==> config.mk <==
export PLATFORM = sky130hd
export DESIGN_NAME = ste_dma_snd_fifo
export DESIGN_NICKNAME = d
export VERILOG_FILES = /design/src/rtl/ste_dma_snd_fifo_pkg.sv /design/src/rtl/ste_snd_fifo_mem.sv /design/src/rtl/ste_dma_snd_fifo.sv
export SDC_FILE = /design/constraint.sdc
export NUM_CORES = 1
export LEC_CHECK = 0
export BUFFER_PORTS_ARGS = -buffer_cell sky130_fd_sc_hd__buf_2
export CAP_MARGIN = 20
export CELL_PAD_IN_SITES_DETAIL_PLACEMENT = 0
export CELL_PAD_IN_SITES_GLOBAL_PLACEMENT = 1
export CORE_MARGIN = 4
export CORE_UTILIZATION = 50
export CTS_CLUSTER_SIZE = 16
export DETAILED_ROUTE_END_ITERATION = 12
export PLACE_DENSITY = 0.91
export SYNTH_ARGS = -nofsm -noshare
export SYNTH_HDL_FRONTEND = slang
export SYNTH_SLANG_ARGS = --single-unit
==> constraint.sdc <==
create_clock -name clk32 -period 6.7 [get_ports clk32]
set_clock_uncertainty 0.2 [all_clocks]
set_input_delay 2.01 -clock clk32 [delete_from_list [all_inputs] [get_ports clk32]]
set_output_delay 2.01 -clock clk32 [all_outputs]
set_load 0.05 [all_outputs]
==> src/rtl/ste_dma_snd_fifo_pkg.sv <==
// Shared definitions for the STE DMA-sound sample buffer.
//  - rate_e        : sample-rate encodings (RATE_6K..RATE_50K)
//  - MODE_BIT_*    : mode bit positions matching the STE $FF8921 register
//  - unpack_e      : unpacker modes built from {mode_16, mode_stereo}
//  - byte_phase_e  : which byte of the head word 8-bit mono plays next
//  - div_period()  : clk32 cycles per sample for a given rate
//  - unpack_mode() : maps the two mode pins onto unpack_e
//  - ste_mode_reg(): builds a $FF8921-style register image
package ste_dma_snd_fifo_pkg;

  typedef enum logic [1:0] {
    RATE_6K  = 2'd0,
    RATE_12K = 2'd1,
    RATE_25K = 2'd2,
    RATE_50K = 2'd3
  } rate_e;

  // $FF8921: bit 7 = mono, bit 6 = 16-bit, bits 1:0 = rate
  localparam int unsigned MODE_BIT_MONO = 7;
  localparam int unsigned MODE_BIT_16   = 6;
  localparam int unsigned RATE_LSB      = 0;

  typedef enum logic [1:0] {
    UNP_MONO8    = 2'b00,
    UNP_STEREO8  = 2'b01,
    UNP_MONO16   = 2'b10,
    UNP_STEREO16 = 2'b11
  } unpack_e;

  typedef enum logic {
    PH_LO = 1'b0,
    PH_HI = 1'b1
  } byte_phase_e;

  function automatic int unsigned div_period(input int unsigned base, input logic [1:0] rate);
    return base << (2'd3 - rate);
  endfunction

  function automatic unpack_e unpack_mode(input logic m16, input logic stereo);
    return unpack_e'({m16, stereo});
  endfunction

  function automatic logic [7:0] ste_mode_reg(input logic stereo, input logic m16, input rate_e r);
    logic [7:0] v;
    v = '0;
    v[MODE_BIT_MONO]  = !stereo;
    v[MODE_BIT_16]    = m16;
    v[RATE_LSB +: 2]  = r;
    return v;
  endfunction

endpackage

==> src/rtl/ste_snd_fifo_mem.sv <==
// DEPTH x 16 dual-pointer FIFO for the DMA-sound path.
// Ports:
//  i_clk, i_rst_n         clock, asynchronous active-low reset
//  i_flush                synchronous clear (priority over push/pop)
//  i_push, i_wr_data      write one word
//  i_pop / i_pop2         remove one / two words (caller guarantees availability)
//  o_rd_data0/1           head word and the word behind it
//  o_level, o_level_next  current word count and the count after this cycle
//  o_full, o_empty        status flags
module ste_snd_fifo_mem #(
  parameter int unsigned DEPTH = 4
) (
  input  logic                     i_clk,
  input  logic                     i_rst_n,
  input  logic                     i_flush,
  input  logic                     i_push,
  input  logic                     i_pop,
  input  logic                     i_pop2,
  input  logic [15:0]              i_wr_data,
  output logic [15:0]              o_rd_data0,
  output logic [15:0]              o_rd_data1,
  output logic [$clog2(DEPTH):0]   o_level,
  output logic [$clog2(DEPTH):0]   o_level_next,
  output logic                     o_full,
  output logic                     o_empty
);

  localparam int unsigned AW = $clog2(DEPTH);

  logic [15:0]   r_mem [DEPTH];
  logic [AW-1:0] r_wr_ptr;
  logic [AW-1:0] r_rd_ptr;
  logic [AW:0]   r_count;
  logic [AW:0]   w_pop_n;
  logic          w_do_push;

  always_comb begin
    w_pop_n = '0;
    if (i_pop2) begin
      w_pop_n = (AW+1)'(2);
    end else if (i_pop) begin
      w_pop_n = (AW+1)'(1);
    end
    // a push into a full FIFO is only accepted when a pop frees a slot in the same cycle
    w_do_push    = i_push && !i_flush && (!o_full || (w_pop_n != '0));
    o_level_next = i_flush ? '0 : (r_count + (AW+1)'(w_do_push) - w_pop_n);
  end

  assign o_full     = (r_count == (AW+1)'(DEPTH));
  assign o_empty    = (r_count == '0);
  assign o_level    = r_count;
  assign o_rd_data0 = r_mem[r_rd_ptr];
  assign o_rd_data1 = r_mem[r_rd_ptr + AW'(1)];

  always_ff @(posedge i_clk) begin
    if (w_do_push) begin
      r_mem[r_wr_ptr] <= i_wr_data;
    end
  end

  always_ff @(posedge i_clk or negedge i_rst_n) begin
    if (!i_rst_n) begin
      r_wr_ptr <= '0;
      r_rd_ptr <= '0;
      r_count  <= '0;
    end else if (i_flush) begin
      r_wr_ptr <= '0;
      r_rd_ptr <= '0;
      r_count  <= '0;
    end else begin
      if (w_do_push) begin
        r_wr_ptr <= r_wr_ptr + AW'(1);
      end
      r_rd_ptr <= r_rd_ptr + w_pop_n[AW-1:0];
      r_count  <= o_level_next;
    end
  end

endmodule

==> src/rtl/ste_dma_snd_fifo.sv <==
// DMA-sound sample buffer and unpacker between the MCU sound-DMA handshake
// (SREQ / SLOAD_N, data on MDIN) and the audio DAC path.
// Ports:
//  clk32, resb              32 MHz clock, asynchronous active-low reset
//  enable                   playback on; 0 stops ticks and SREQ, keeps FIFO content
//  flush                    synchronous clear of FIFO, byte phase, divider, outputs
//  mode_stereo, mode_16     sample format; rate selects 6.25/12.5/25/50 kHz
//  MDIN, SLOAD_N            DMA data word, captured on the SLOAD_N rising edge
//  SREQ                     word request to the MCU
//  audio_left/right         signed samples, updated with the sample_tick pulse
//  level                    FIFO word count
//  overrun, underrun        sticky status, cleared by clr_status
module ste_dma_snd_fifo
  import ste_dma_snd_fifo_pkg::*;
#(
  parameter int unsigned DEPTH    = 4,
  parameter int unsigned REQ_FREE = 2,
  parameter int unsigned DIV_BASE = 640
) (
  input  logic                   clk32,
  input  logic                   resb,
  input  logic                   enable,
  input  logic                   flush,
  input  logic                   mode_stereo,
  input  logic                   mode_16,
  input  logic [1:0]             rate,
  input  logic [15:0]            MDIN,
  input  logic                   SLOAD_N,
  output logic                   SREQ,
  output logic [15:0]            audio_left,
  output logic [15:0]            audio_right,
  output logic                   sample_tick,
  output logic [$clog2(DEPTH):0] level,
  output logic                   overrun,
  output logic                   underrun,
  input  logic                   clr_status
);

  localparam int unsigned LW    = $clog2(DEPTH) + 1;
  localparam int unsigned DIV_W = $clog2(DIV_BASE << 3);

  logic             r_sload_q;
  logic             w_push;
  logic [DIV_W-1:0] r_div;
  logic [DIV_W-1:0] w_div_last;
  rate_e            r_rate_q;
  logic             w_tick;

  unpack_e          w_mode;
  unpack_e          r_mode_q;
  logic             w_mode_chg;
  byte_phase_e      r_phase;
  byte_phase_e      w_phase_cur;
  byte_phase_e      w_phase_next;

  logic [15:0]      w_rd0;
  logic [15:0]      w_rd1;
  logic [LW-1:0]    w_level;
  logic [LW-1:0]    w_level_next;
  logic             w_full;
  logic             w_empty;

  logic             w_have;
  logic             w_load;
  logic             w_pop;
  logic             w_pop2;
  logic [7:0]       w_byte;
  logic [15:0]      w_left_next;
  logic [15:0]      w_right_next;
  logic             w_overrun_evt;

  logic [15:0]      r_left;
  logic [15:0]      r_right;
  logic             r_tick;
  logic             r_sreq;
  logic             r_ovr;
  logic             r_unr;

  assign w_push = !r_sload_q && SLOAD_N;

  // The active rate is latched only when the divider wraps (or is held),
  // so a rate write never truncates or stretches the period in progress.
  assign w_div_last = DIV_W'(div_period(DIV_BASE, r_rate_q) - 1);
  assign w_tick     = enable && !flush && (r_div == w_div_last);

  always_ff @(posedge clk32 or negedge resb) begin
    if (!resb) begin
      r_div    <= '0;
      r_rate_q <= RATE_50K;
    end else if (!enable || flush || w_tick) begin
      r_div    <= '0;
      r_rate_q <= rate_e'(rate);
    end else begin
      r_div    <= r_div + DIV_W'(1);
    end
  end

  ste_snd_fifo_mem #(
    .DEPTH(DEPTH)
  ) u_mem (
    .i_clk        (clk32),
    .i_rst_n      (resb),
    .i_flush      (flush),
    .i_push       (w_push),
    .i_pop        (w_pop),
    .i_pop2       (w_pop2),
    .i_wr_data    (MDIN),
    .o_rd_data0   (w_rd0),
    .o_rd_data1   (w_rd1),
    .o_level      (w_level),
    .o_level_next (w_level_next),
    .o_full       (w_full),
    .o_empty      (w_empty)
  );

  assign w_mode     = unpack_mode(mode_16, mode_stereo);
  assign w_mode_chg = (w_mode != r_mode_q);

  always_ff @(posedge clk32 or negedge resb) begin
    if (!resb) begin
      r_mode_q <= UNP_MONO8;
      r_phase  <= PH_HI;
    end else begin
      r_mode_q <= w_mode;
      r_phase  <= w_phase_next;
    end
  end

  // Unpacker: decides what the tick loads and how many words it consumes.
  // A mode change seen in the tick cycle itself already restarts at the high byte.
  always_comb begin
    w_phase_cur  = w_mode_chg ? PH_HI : r_phase;
    w_phase_next = w_phase_cur;
    w_pop        = 1'b0;
    w_pop2       = 1'b0;
    w_left_next  = r_left;
    w_right_next = r_right;
    w_byte       = (w_phase_cur == PH_HI) ? w_rd0[15:8] : w_rd0[7:0];
    w_have       = (w_mode == UNP_STEREO16) ? (w_level >= LW'(2)) : !w_empty;
    w_load       = w_tick && w_have;
    if (w_load) begin
      case (w_mode)
        UNP_MONO8: begin
          w_left_next  = {w_byte, 8'h00};
          w_right_next = {w_byte, 8'h00};
          w_pop        = (w_phase_cur == PH_LO);
          w_phase_next = (w_phase_cur == PH_HI) ? PH_LO : PH_HI;
        end
        UNP_STEREO8: begin
          w_left_next  = {w_rd0[15:8], 8'h00};
          w_right_next = {w_rd0[7:0], 8'h00};
          w_pop        = 1'b1;
        end
        UNP_MONO16: begin
          w_left_next  = w_rd0;
          w_right_next = w_rd0;
          w_pop        = 1'b1;
        end
        UNP_STEREO16: begin
          w_left_next  = w_rd0;
          w_right_next = w_rd1;
          w_pop2       = 1'b1;
        end
      endcase
    end
    if (flush) begin
      w_phase_next = PH_HI;
    end
  end

  assign w_overrun_evt = w_push && !flush && w_full && !(w_pop || w_pop2);

  always_ff @(posedge clk32 or negedge resb) begin
    if (!resb) begin
      r_sload_q <= 1'b1;
      r_tick    <= 1'b0;
      r_left    <= '0;
      r_right   <= '0;
      r_sreq    <= 1'b0;
      r_ovr     <= 1'b0;
      r_unr     <= 1'b0;
    end else begin
      r_sload_q <= SLOAD_N;
      r_tick    <= w_tick;
      if (flush) begin
        r_left  <= '0;
        r_right <= '0;
      end else if (w_load) begin
        r_left  <= w_left_next;
        r_right <= w_right_next;
      end
      r_sreq <= enable && !flush && ((LW'(DEPTH) - w_level_next) >= LW'(REQ_FREE));
      if (clr_status) begin
        r_ovr <= 1'b0;
        r_unr <= 1'b0;
      end else begin
        if (w_overrun_evt) begin
          r_ovr <= 1'b1;
        end
        if (w_tick && !w_have) begin
          r_unr <= 1'b1;
        end
      end
    end
  end

  assign SREQ        = r_sreq;
  assign audio_left  = r_left;
  assign audio_right = r_right;
  assign sample_tick = r_tick;
  assign level       = w_level;
  assign overrun     = r_ovr;
  assign underrun    = r_unr;

endmodule

==> metrics.md, run 1 <==
| Metric | Value |
|---|---|
| Status | completed |
| Synth area leader | edfxtp_1 |
| Gate Count Post-Synth | 515 |
| Via density | between 5 and 6 |
| Placement Cell Area | slightly below 0.007 mm2 |
| Syn Area/Cell | about 12 um2 |
| Ports | 65 |
| Ys async rst share | 49.2% |
| CTS tree | built |
| Static Leak | between 2 and 3 nW |
| Num CTS Buffers | 17 |
| Met3 usage | 6.01% |
| First-pass GRT wire length | approximately 24000 um |
| Critical path class | in -> reg |
| Fin crit share | ~80% |
| Worst VDD drop | 0.205 mV |
| Port bufs | between 60 and 70 |
| Final setup margin | ~1.3 ns |
| Final Core Density | 58.8% |
| Critical path arrival | roughly 5.5 ns |
| Total number of vias | about 4.4k |
| CTS Sinks | roughly 130 |
| DRT Wirelength | 15300 um |
| Post-synth cell types | 45 |
| Critical path cell sequence | buf_2 > ha_1 > nor2b_1 > o211ai_1 > or4_1 > nor3_2 > xor2_1 > ha_1 > inv_1 > fa_1 > xor2_1 > nor2_1 > nor3_1 > xnor2_1 > a31oi_1 |
| Vias in the first global route | roughly 4.6k |
| Post-synth EDFFs | 64 |
| FF+latch count, synth | approximately 130 |
| Global Route met2 Usage | a little over a third |
| Hold buffer count at CTS | 0 |
| FF-to-FF End | SREQ |
| Starting Density | between 50 and 60% |
| Final Non-Filler Cells | between 700 and 800 |
| Hold WS | 0.279 ns |
| Post_cts resized | 0 |
| DRC violations left | 0 |
| Largest net degree at the start of global routing | between 60 and 70 |
| Root Buffer | clkbuf_16 |
| CTS max path bufs | 2 |
| Slew HR | about a third |
| Crit. End Element | flip-flop |
| Ys Warns | 0 |
| Max Cap Viol | 0 |
| First element of the critical path | mode_stereo |
| Setup crit start kind | input port |
| Worst hold path type | reg -> reg |
| Die ar. | 0.0147 mm2 |
| Gr busiest metal | met2 |
| Post-DP HPWL | between 10000 and 15000 um |
| Reg-to-reg startpoint | r_rate_q[0] |
| Highest Clock Rate | 187 MHz |
| Initial antenna violation count | 1 |
| Synthesized area | approximately 0.0064 mm2 |
| Synth top cells by count | 67 x mux2i_1, 64 x edfxtp_1, 58 x dfrtp_1 |
| Layout area overhead | 15.5% |
| Core Region | approximately 0.013 mm2 |
| GRT Overall Usage | a little over a fifth |
| WP data required | 6.80 ns |
| Post-Syn Nets | around 560 |
| Pin slew with the least headroom to its limit | between 0.9 and 1 ns |
| Setup tns final | 0 ns |
| Area of the multi-input gates | roughly 0.0027 mm2 |
| Worst skew pair latency | around 0.42 ns |
| Die H | roughly 120 um |
| Routing usage on met1 | ~29% |
| Final Wtd Congestion | 0.832 |
| Pwr Total | around 1.8 mW |
| Final Critical Period | about 5.4 ns |
| H-Tree Depth | 4 |
| # fillers | 1052 |
| Cells on worst reg2reg path | 15 |
| DR pass1 iterations | 5 |
| Post-DR wirelength/cell | 20.0 um |
| Die X | 121 um |
| Unrepaired setup endpoints after global routing | false |
| CP Max Fanout | 19 |
| Synth Flop Type | edfxtp_1 |
| Share of layout cells above drive strength 1 | a little under a quarter |
| Antenna diodes | 0 |
| FF/Latch Area | approximately 0.0035 mm2 |
| Reg clk slew, reported paths | 0.05 ns |
| Total grt overflow | 0 |
| Dpl ws | 1.00 ns |
| Register area share after synthesis | 54.2% |
| Crit-path max cell delay | approximately 0.57 ns |
| Post-synth top area share | 29.9% |
| Final setup fails | 0 |
| Final slew viol count | 0 |
| Row cnt | about 40 |
| Postcts setup bufs | 0 |
| Power density cells | 243 mW/mm2 |
| Final #Nets | 624 |
| Placed Instances | 730 |
| Top post-synthesis cells by area | edfxtp_1 30%, dfrtp_1 23%, mux2i_1 10% |
| DRT iter0 DRCs | just under 300 |
| Worst setup path endpoint | SREQ |
| Finished Cell Area | about 0.0074 mm2 |
| Count leader, synth | mux2i_1 |
| ANT nets after route | 0 |
| Flop2flop setup slack | roughly 2.6 ns |
| Slowest-stage cell, CP | or4_1 |
| Final hold violation count | 0 |
[placed cells by master, fill, tap and decap left out, drive strengths merged, types with 15 or more instances in the layout]
cell,instances
mux2,19
clkbuf,21
dfrtp,58
nand2,17
ha,20
a21oi,19
nor2b,15
nor2,31
inv,23
edfxtp,64
o2bb2ai,16
mux2i,67
buf,70
o21ai,18
[cells by family after synthesis]
family | count (synthesis) | synth area share [%]
xor gates and xnor gates | 22 | 3.00
DFF | 126 | 54.2
adders and majority gates | 21 | 4.21
muxes | 94 | 16.8
AOI/OAI and AO/OA | 81 | 8.30
buffers and inverters | 50 | 3.47
and+or+nand+nor | 121 | 10.1
[routing by layer]
metal	vias to the layer above	routed length (um)
li1	2030	-
met4	2	311
met1	2154	6540
met3	34	1010
met2	180	7390
met5	-	13
[worst min path at each step]
stage / from / end / slack (ns) / cells after the start
2_1_floorplan: r_div[0] / r_div[0] / 0.25 / 1
3_3_place_gp: r_div[0] / r_div[0] / 0.26 / 1
3_5_place_dp: audio_right[13] / audio_right[13] / 0.27 / 1
4_1_cts: r_div[0] / r_div[0] / 0.28 / 1
5_1_grt: audio_left[12] / audio_left[12] / 0.31 / 1
6_report: audio_left[12] / audio_left[12] / 0.28 / 1
[sequential cells by signal (all words and copies together) (netlist names)]
name / flops
overrun: 1
SREQ: 1
r_mode_q: 2
r_sload_q: 1
u_mem.o_level: 3
r_div: 13
audio_left: 16
r_rate_q: 2
sample_tick: 1
r_phase: 1
u_mem.r_wr_ptr: 2
u_mem.r_mem: 64
u_mem.r_rd_ptr: 2
audio_right: 16
underrun: 1
[critical path: cells and delay by family]
family	cells	cell delay, ns
xor gates and xnor gates	3	0.55
adders and majority gates	3	0.96
buffers and inverters	2	0.18
AOI/OAI and AO/OA	2	0.23
and+or+nand+nor	5	1.54
[final cells by class]
cell class                      count  share of cell area (%)
Clock buffer                       21                    6.20
Clock inverter                     11                    1.25
Multi-Input combinational cell    339                    36.7
Tap cell                          172                    2.90
Inverter                           23                    1.16
Sequential cell                   126                    46.9
Timing Repair Buffer               70                    4.92
[where the power goes]
part           internal (mW)  switching, mW  leakage, nW  total (mW)
Sequential             0.830        0.00787         1.42       0.838
Combinational         0.0358         0.0783         1.25       0.114
Clock                  0.525          0.324        0.274       0.848
Power figures use the tool's default switching activity.
==> inputs of run 2 (changes only) <==
Settings changed: CORE_UTILIZATION 50 to 44, PLACE_DENSITY 0.91 to 0.86.
Clock period 6.7 ns to 4.85 ns, I/O delays scaled along.
==> metrics.md, run 2 (synthesis results as in run 1) <==
| Metric | Value |
|---|---|
| Port bufs | 64 |
| First element of the critical path | mode_stereo |
| Final #Nets | between 600 and 700 |
| Final Core Density | 53.3% |
| Row cnt | 43 |
| Total number of vias | 4332 |
| Worst setup path endpoint | SREQ |
| Final setup margin | just over 0.5 ns |
| Die X | between 100 and 150 um |
| Starting Density | a little under half |
| Max Cap Viol | 0 |
| Critical path arrival | 4.44 ns |
| Core Region | around 0.014 mm2 |
| Hold WS | between 0.2 and 0.3 ns |
| Setup tns final | 0 ns |
| DR pass1 iterations | 5 |
| Final slew viol count | 0 |
| Largest reg by FF count | u_mem.r_mem |
| Post_cts resized | 0 |
| Antenna diodes | 0 |
| Worst VDD drop | approximately 0.26 mV |
| Unrepaired setup endpoints after global routing | false |
| H-Tree Depth | 4 |
| Leading cell type in the layout, fill and taps excluded | mux2i_1 |
| Dpl ws | a little under 0.09 ns |
| Die ar. | 0.0166 mm2 |
| WP data required | between 4 and 5 ns |
| Die H | ~130 um |
| DRC violations left | 0 |
| Commonest non-fill, non-tap cells in the layout | 67 x mux2i_1, 64 x buf_2, 64 x edfxtp_1, 57 x dfrtp_1, 31 x nor2_1 |
| ANT nets after route | 0 |
| Largest net degree at the start of global routing | 42 |
| Num CTS Buffers | 17 |
| CTS max path bufs | 2 |
| Flop2flop setup slack | between 0.8 and 0.9 ns |
| CTS Sinks | around 130 |
| Power density cells | approximately 330 mW/mm2 |
| Final setup fails | 0 |
| Reg-to-reg startpoint | r_rate_q[0] |
| Critical path cell sequence | buf_2 > ha_1 > nor2b_1 > o211ai_1 > or4_1 > nor3_2 > xor2_1 > ha_1 > inv_1 > fa_1 > xor2_1 > and2_1 > nor3_1 > xnor2_1 > a31oi_1 |
| Final Wtd Congestion | roughly 0.86 |
| Ports | 65 |
| GRT Overall Usage | between 10% and 20% |
| DRT Wirelength | between 15000 and 20000 um |
| Hold buffer count at CTS | 0 |
| DRT iter0 DRCs | 305 |
| Critical path class | in -> reg |
| Reg clk slew, reported paths | approximately 0.050 ns |
| Final Critical Period | 4.35 ns |
| Share of layout cells above drive strength 1 | roughly a quarter |
| Worst skew pair latency | between 0.4 and 0.5 ns |
| Crit-path max cell delay | ~0.48 ns |
| Final hold violation count | 0 |
| Vias in the first global route | 4420 |
| Layout area overhead | 17.0% |
| Worst hold path type | reg -> reg |
| Via density | 5.57 |
| Fin crit share | around 90% |
| FF-to-FF End | SREQ |
| CTS tree | built |
| Post-DP HPWL | approximately 11000 um |
| Crit. End Element | flip-flop |
| Setup crit start kind | input port |
| Max reg flops | 64 |
| Initial antenna violation count | 1 |
| Status | completed |
| Post-DR wirelength/cell | 19.4 um |
| Slowest-stage cell, CP | or4_1 |
| Highest Clock Rate | about 230 MHz |
| First-pass GRT wire length | 24300 um |
| Cells on worst reg2reg path | 15 |
| Total grt overflow | 0 |
| Pwr Total | between 2 and 2.5 mW |
| CP Max Fanout | 5 |
| Postcts setup bufs | 0 |
| Pin slew with the least headroom to its limit | between 0.6 and 0.7 ns |
| Root Buffer | clkbuf_16 |
| Slew HR | roughly 57% |
| Static Leak | around 3.0 nW |
==> run 2: changes by cell type in the layout (fill, tap and decap cells not counted) <==
cell,before,now
bufinv_16,1,0
inv_6,0,3
clkbuf_16,17,18
clkbuf_8,2,1
buf_16,0,1
clkinvlp_4,1,2
buf_4,6,13
clkinv_2,5,3
clkinv_1,1,0
==> run 2: metrics by stage <==
step                instances  instance area, um2
CTS                       777                7480
detailed placement        745                6930
global placement          745                6930
global route              778                7510
finish                    778                7510
floorplan                 515                6420
==> run 2: layout make-up <==
type | instances | area [um2]
Multi-Input combinational cell | 339 | 2720
Clock inverter | 11 | 82.6
Timing Repair Buffer | 78 | 445
Inverter | 23 | 86.3
Sequential cell | 126 | 3480
Clock buffer | 21 | 472
Fill cell | 1204 | 6580
Tap cell | 180 | 225
==> run 2: worst min-delay path by stage <==
stage / from / to / depth (start not counted)
floorplan: r_div[0] / r_div[0] / 1
finish: r_div[0] / r_div[0] / 1
CTS: r_div[0] / r_div[0] / 1
global placement: audio_left[13] / audio_left[13] / 1
detailed placement: audio_left[13] / audio_left[13] / 1
global route: audio_left[9] / audio_left[9] / 1
==> run 2: power by group <==
part	switching (mW)	internal, mW
Sequential	0.0104	1.15
Clock	0.479	0.700
Combinational	0.106	0.0508
==> run 2: per-layer routing <==
layer / global-route usage [%] / routed length [um] / up-vias
met5: 0 / 7 / -
met4: 6.98 / 260 / 2
met3: 4.44 / 830 / 23
met2: 30.4 / 7340 / 125
met1: 25.9 / 6660 / 2144
li1: - / - / 2038
==> run 2: critical path, delay by kind of cell <==
kind	cells	cell delay, ns
buf+inv	2	0.18
simple gates	5	1.32
fa+ha+maj	3	0.74
xor+xnor	3	0.50
compound gates	2	0.22
==> inputs of run 3 (changes only) <==
Settings changed: BUFFER_PORTS_ARGS -buffer_cell sky130_fd_sc_hd__buf_2 to not set, CORE_UTILIZATION 44 to 47, DONT_BUFFER_PORTS set to 1, PLACE_DENSITY 0.86 to 0.85.
==> metrics.md, run 3 (synthesis results as in run 1) <==
| Metric | Value |
|---|---|
| Status | completed |
| Total grt overflow | 0 |
| Final #Nets | between 500 and 600 |
| GRT Overall Usage | between 10% and 20% |
| Hold WS | a little over 0.3 ns |
| Highest Clock Rate | ~240 MHz |
| DRT iter0 DRCs | ~330 |
| Worst skew pair latency | 0.42 ns |
| DR pass1 iterations | 5 |
| Pwr Total | between 2 and 2.5 mW |
| Worst VDD drop | 0.285 mV |
| Final Critical Period | roughly 4.2 ns |
| Leading cell type in the layout, fill and taps excluded | mux2i_1 |
| Critical path arrival | 4.28 ns |
| Vias in the first global route | roughly 4.2k |
| Num CTS Buffers | 17 |
| Post_cts resized | 0 |
| Post-DR wirelength/cell | roughly 21 um |
| Initial antenna violation count | 0 |
| First-pass GRT wire length | ~23000 um |
| Row cnt | 42 |
| Layout area overhead | 11.1% |
| Commonest non-fill, non-tap cells in the layout | 67 x mux2i_1, 64 x edfxtp_1, 57 x dfrtp_1, 31 x nor2_1, 23 x inv_1 |
| Core Region | approximately 0.013 mm2 |
| Final hold violation count | 0 |
| Ports | 65 |
| Max Cap Viol | 0 |
| Largest reg by FF count | u_mem.r_mem |
| Final setup fails | 0 |
| Unrepaired setup endpoints after global routing | false |
| Dpl ws | 0.251 ns |
| Static Leak | between 2 and 3 nW |
| H-Tree Depth | 4 |
| WP data required | around 5 ns |
| Hold buffer count at CTS | 0 |
| Max reg flops | 64 |
| Die H | about 120 um |
| Die ar. | 0.0156 mm2 |
| DRC violations left | 0 |
| Crit. End Element | flip-flop |
| Port bufs | 0 |
| CTS max path bufs | 2 |
| Root Buffer | clkbuf_16 |
| Antenna diodes | 0 |
| CP Max Fanout | 5 |
| Total number of vias | 4117 |
| DRT Wirelength | 14600 um |
| Slew HR | between 30% and 40% |
| Postcts setup bufs | 0 |
| Final slew viol count | 0 |
| Setup tns final | 0 ns |
| Largest net degree at the start of global routing | 63 |
| # fillers | roughly 1.1k |
| Starting Density | roughly 48% |
| Setup crit start kind | input port |
| Final setup margin | ~0.67 ns |
| Share of layout cells above drive strength 1 | between 10% and 20% |
| Power density cells | roughly 340 mW/mm2 |
| CTS Sinks | about 130 |
| Die X | 125 um |
| Fin crit share | a little under nine tenths |
| CTS tree | built |
| Critical path class | in -> reg |
| Pin slew with the least headroom to its limit | a little over 0.9 ns |
| ANT nets after route | 0 |
| Reg clk slew, reported paths | about 0.060 ns |
| Post-DP HPWL | between 10000 and 15000 um |
| Worst hold path type | reg -> reg |
| Final Wtd Congestion | 0.835 |
| Via density | 5.81 |
-- run 3: cell count changes in the layout (fill, tap and decap cells not counted), sizes merged --
cell,delta
clkbuf,-4
buf,-66
clkinvlp,+4
clkinv,-1
inv,+1
-- run 3: routing by layer --
layer / track usage (%) / up-vias / wire, um
met5: 0 / - / 0
met4: 7.72 / 0 / 331
met3: 7.12 / 27 / 978
met2: 31.3 / 123 / 7070
met1: 24.3 / 2058 / 6250
li1: - / 1909 / -
-- run 3: worst paths after layout --
path                                   end  slack (ns)  cells after the start         from
hold reg to reg                   r_div[0]        0.30                      1     r_div[0]
max in group asynchronous          r_phase        3.72                      0         resb
setup / recovery                      SREQ        0.67                     14  mode_stereo
setup reg to reg                      SREQ        0.85                     15  r_rate_q[0]
min in group asynchronous  audio_right[15]        0.53                      0         resb
hold / removal                    r_div[0]        0.30                      1     r_div[0]
-- run 3: layout make-up --
cell class / count / area [um2] / area share, %
well taps: 176 / 220 / 3.09
clock inverters: 15 / 115 / 1.61
multi-input cells: 339 / 2720 / 38.1
clock buffers: 17 / 425 / 5.96
inverters: 23 / 86.3 / 1.21
flip-flops and latches: 126 / 3480 / 48.7
repair buffers: 12 / 90.1 / 1.26
-- run 3: report_power, final --
part	internal, mW	switching, mW	total [mW]
registers	1.15	0.0289	1.17
logic	0.0401	0.0648	0.105
clock network	0.656	0.486	1.14
-- run 3: stage by stage --
stage / cells / util (%) / instance area (um2)
global placement: 676 / 49.6 / 6600
detailed placement: 676 / 49.6 / 6600
finish: 708 / 53.7 / 7140
floorplan: 515 / - / 6420
global route: 708 / 53.7 / 7140
CTS: 708 / 53.7 / 7140
-- run 3: worst max-delay path, stage by stage --
cell	delay, ns
ha_1	0.19
nor2b_1	0.18
o211ai_1	0.12
or4_1	0.48
nor3_2	0.25
xor2_1	0.18
ha_1	0.16
inv_1	0.05
fa_1	0.38
xor2_1	0.17
and2_1	0.16
nor3_1	0.25
xnor2_1	0.16
a31oi_1	0.09
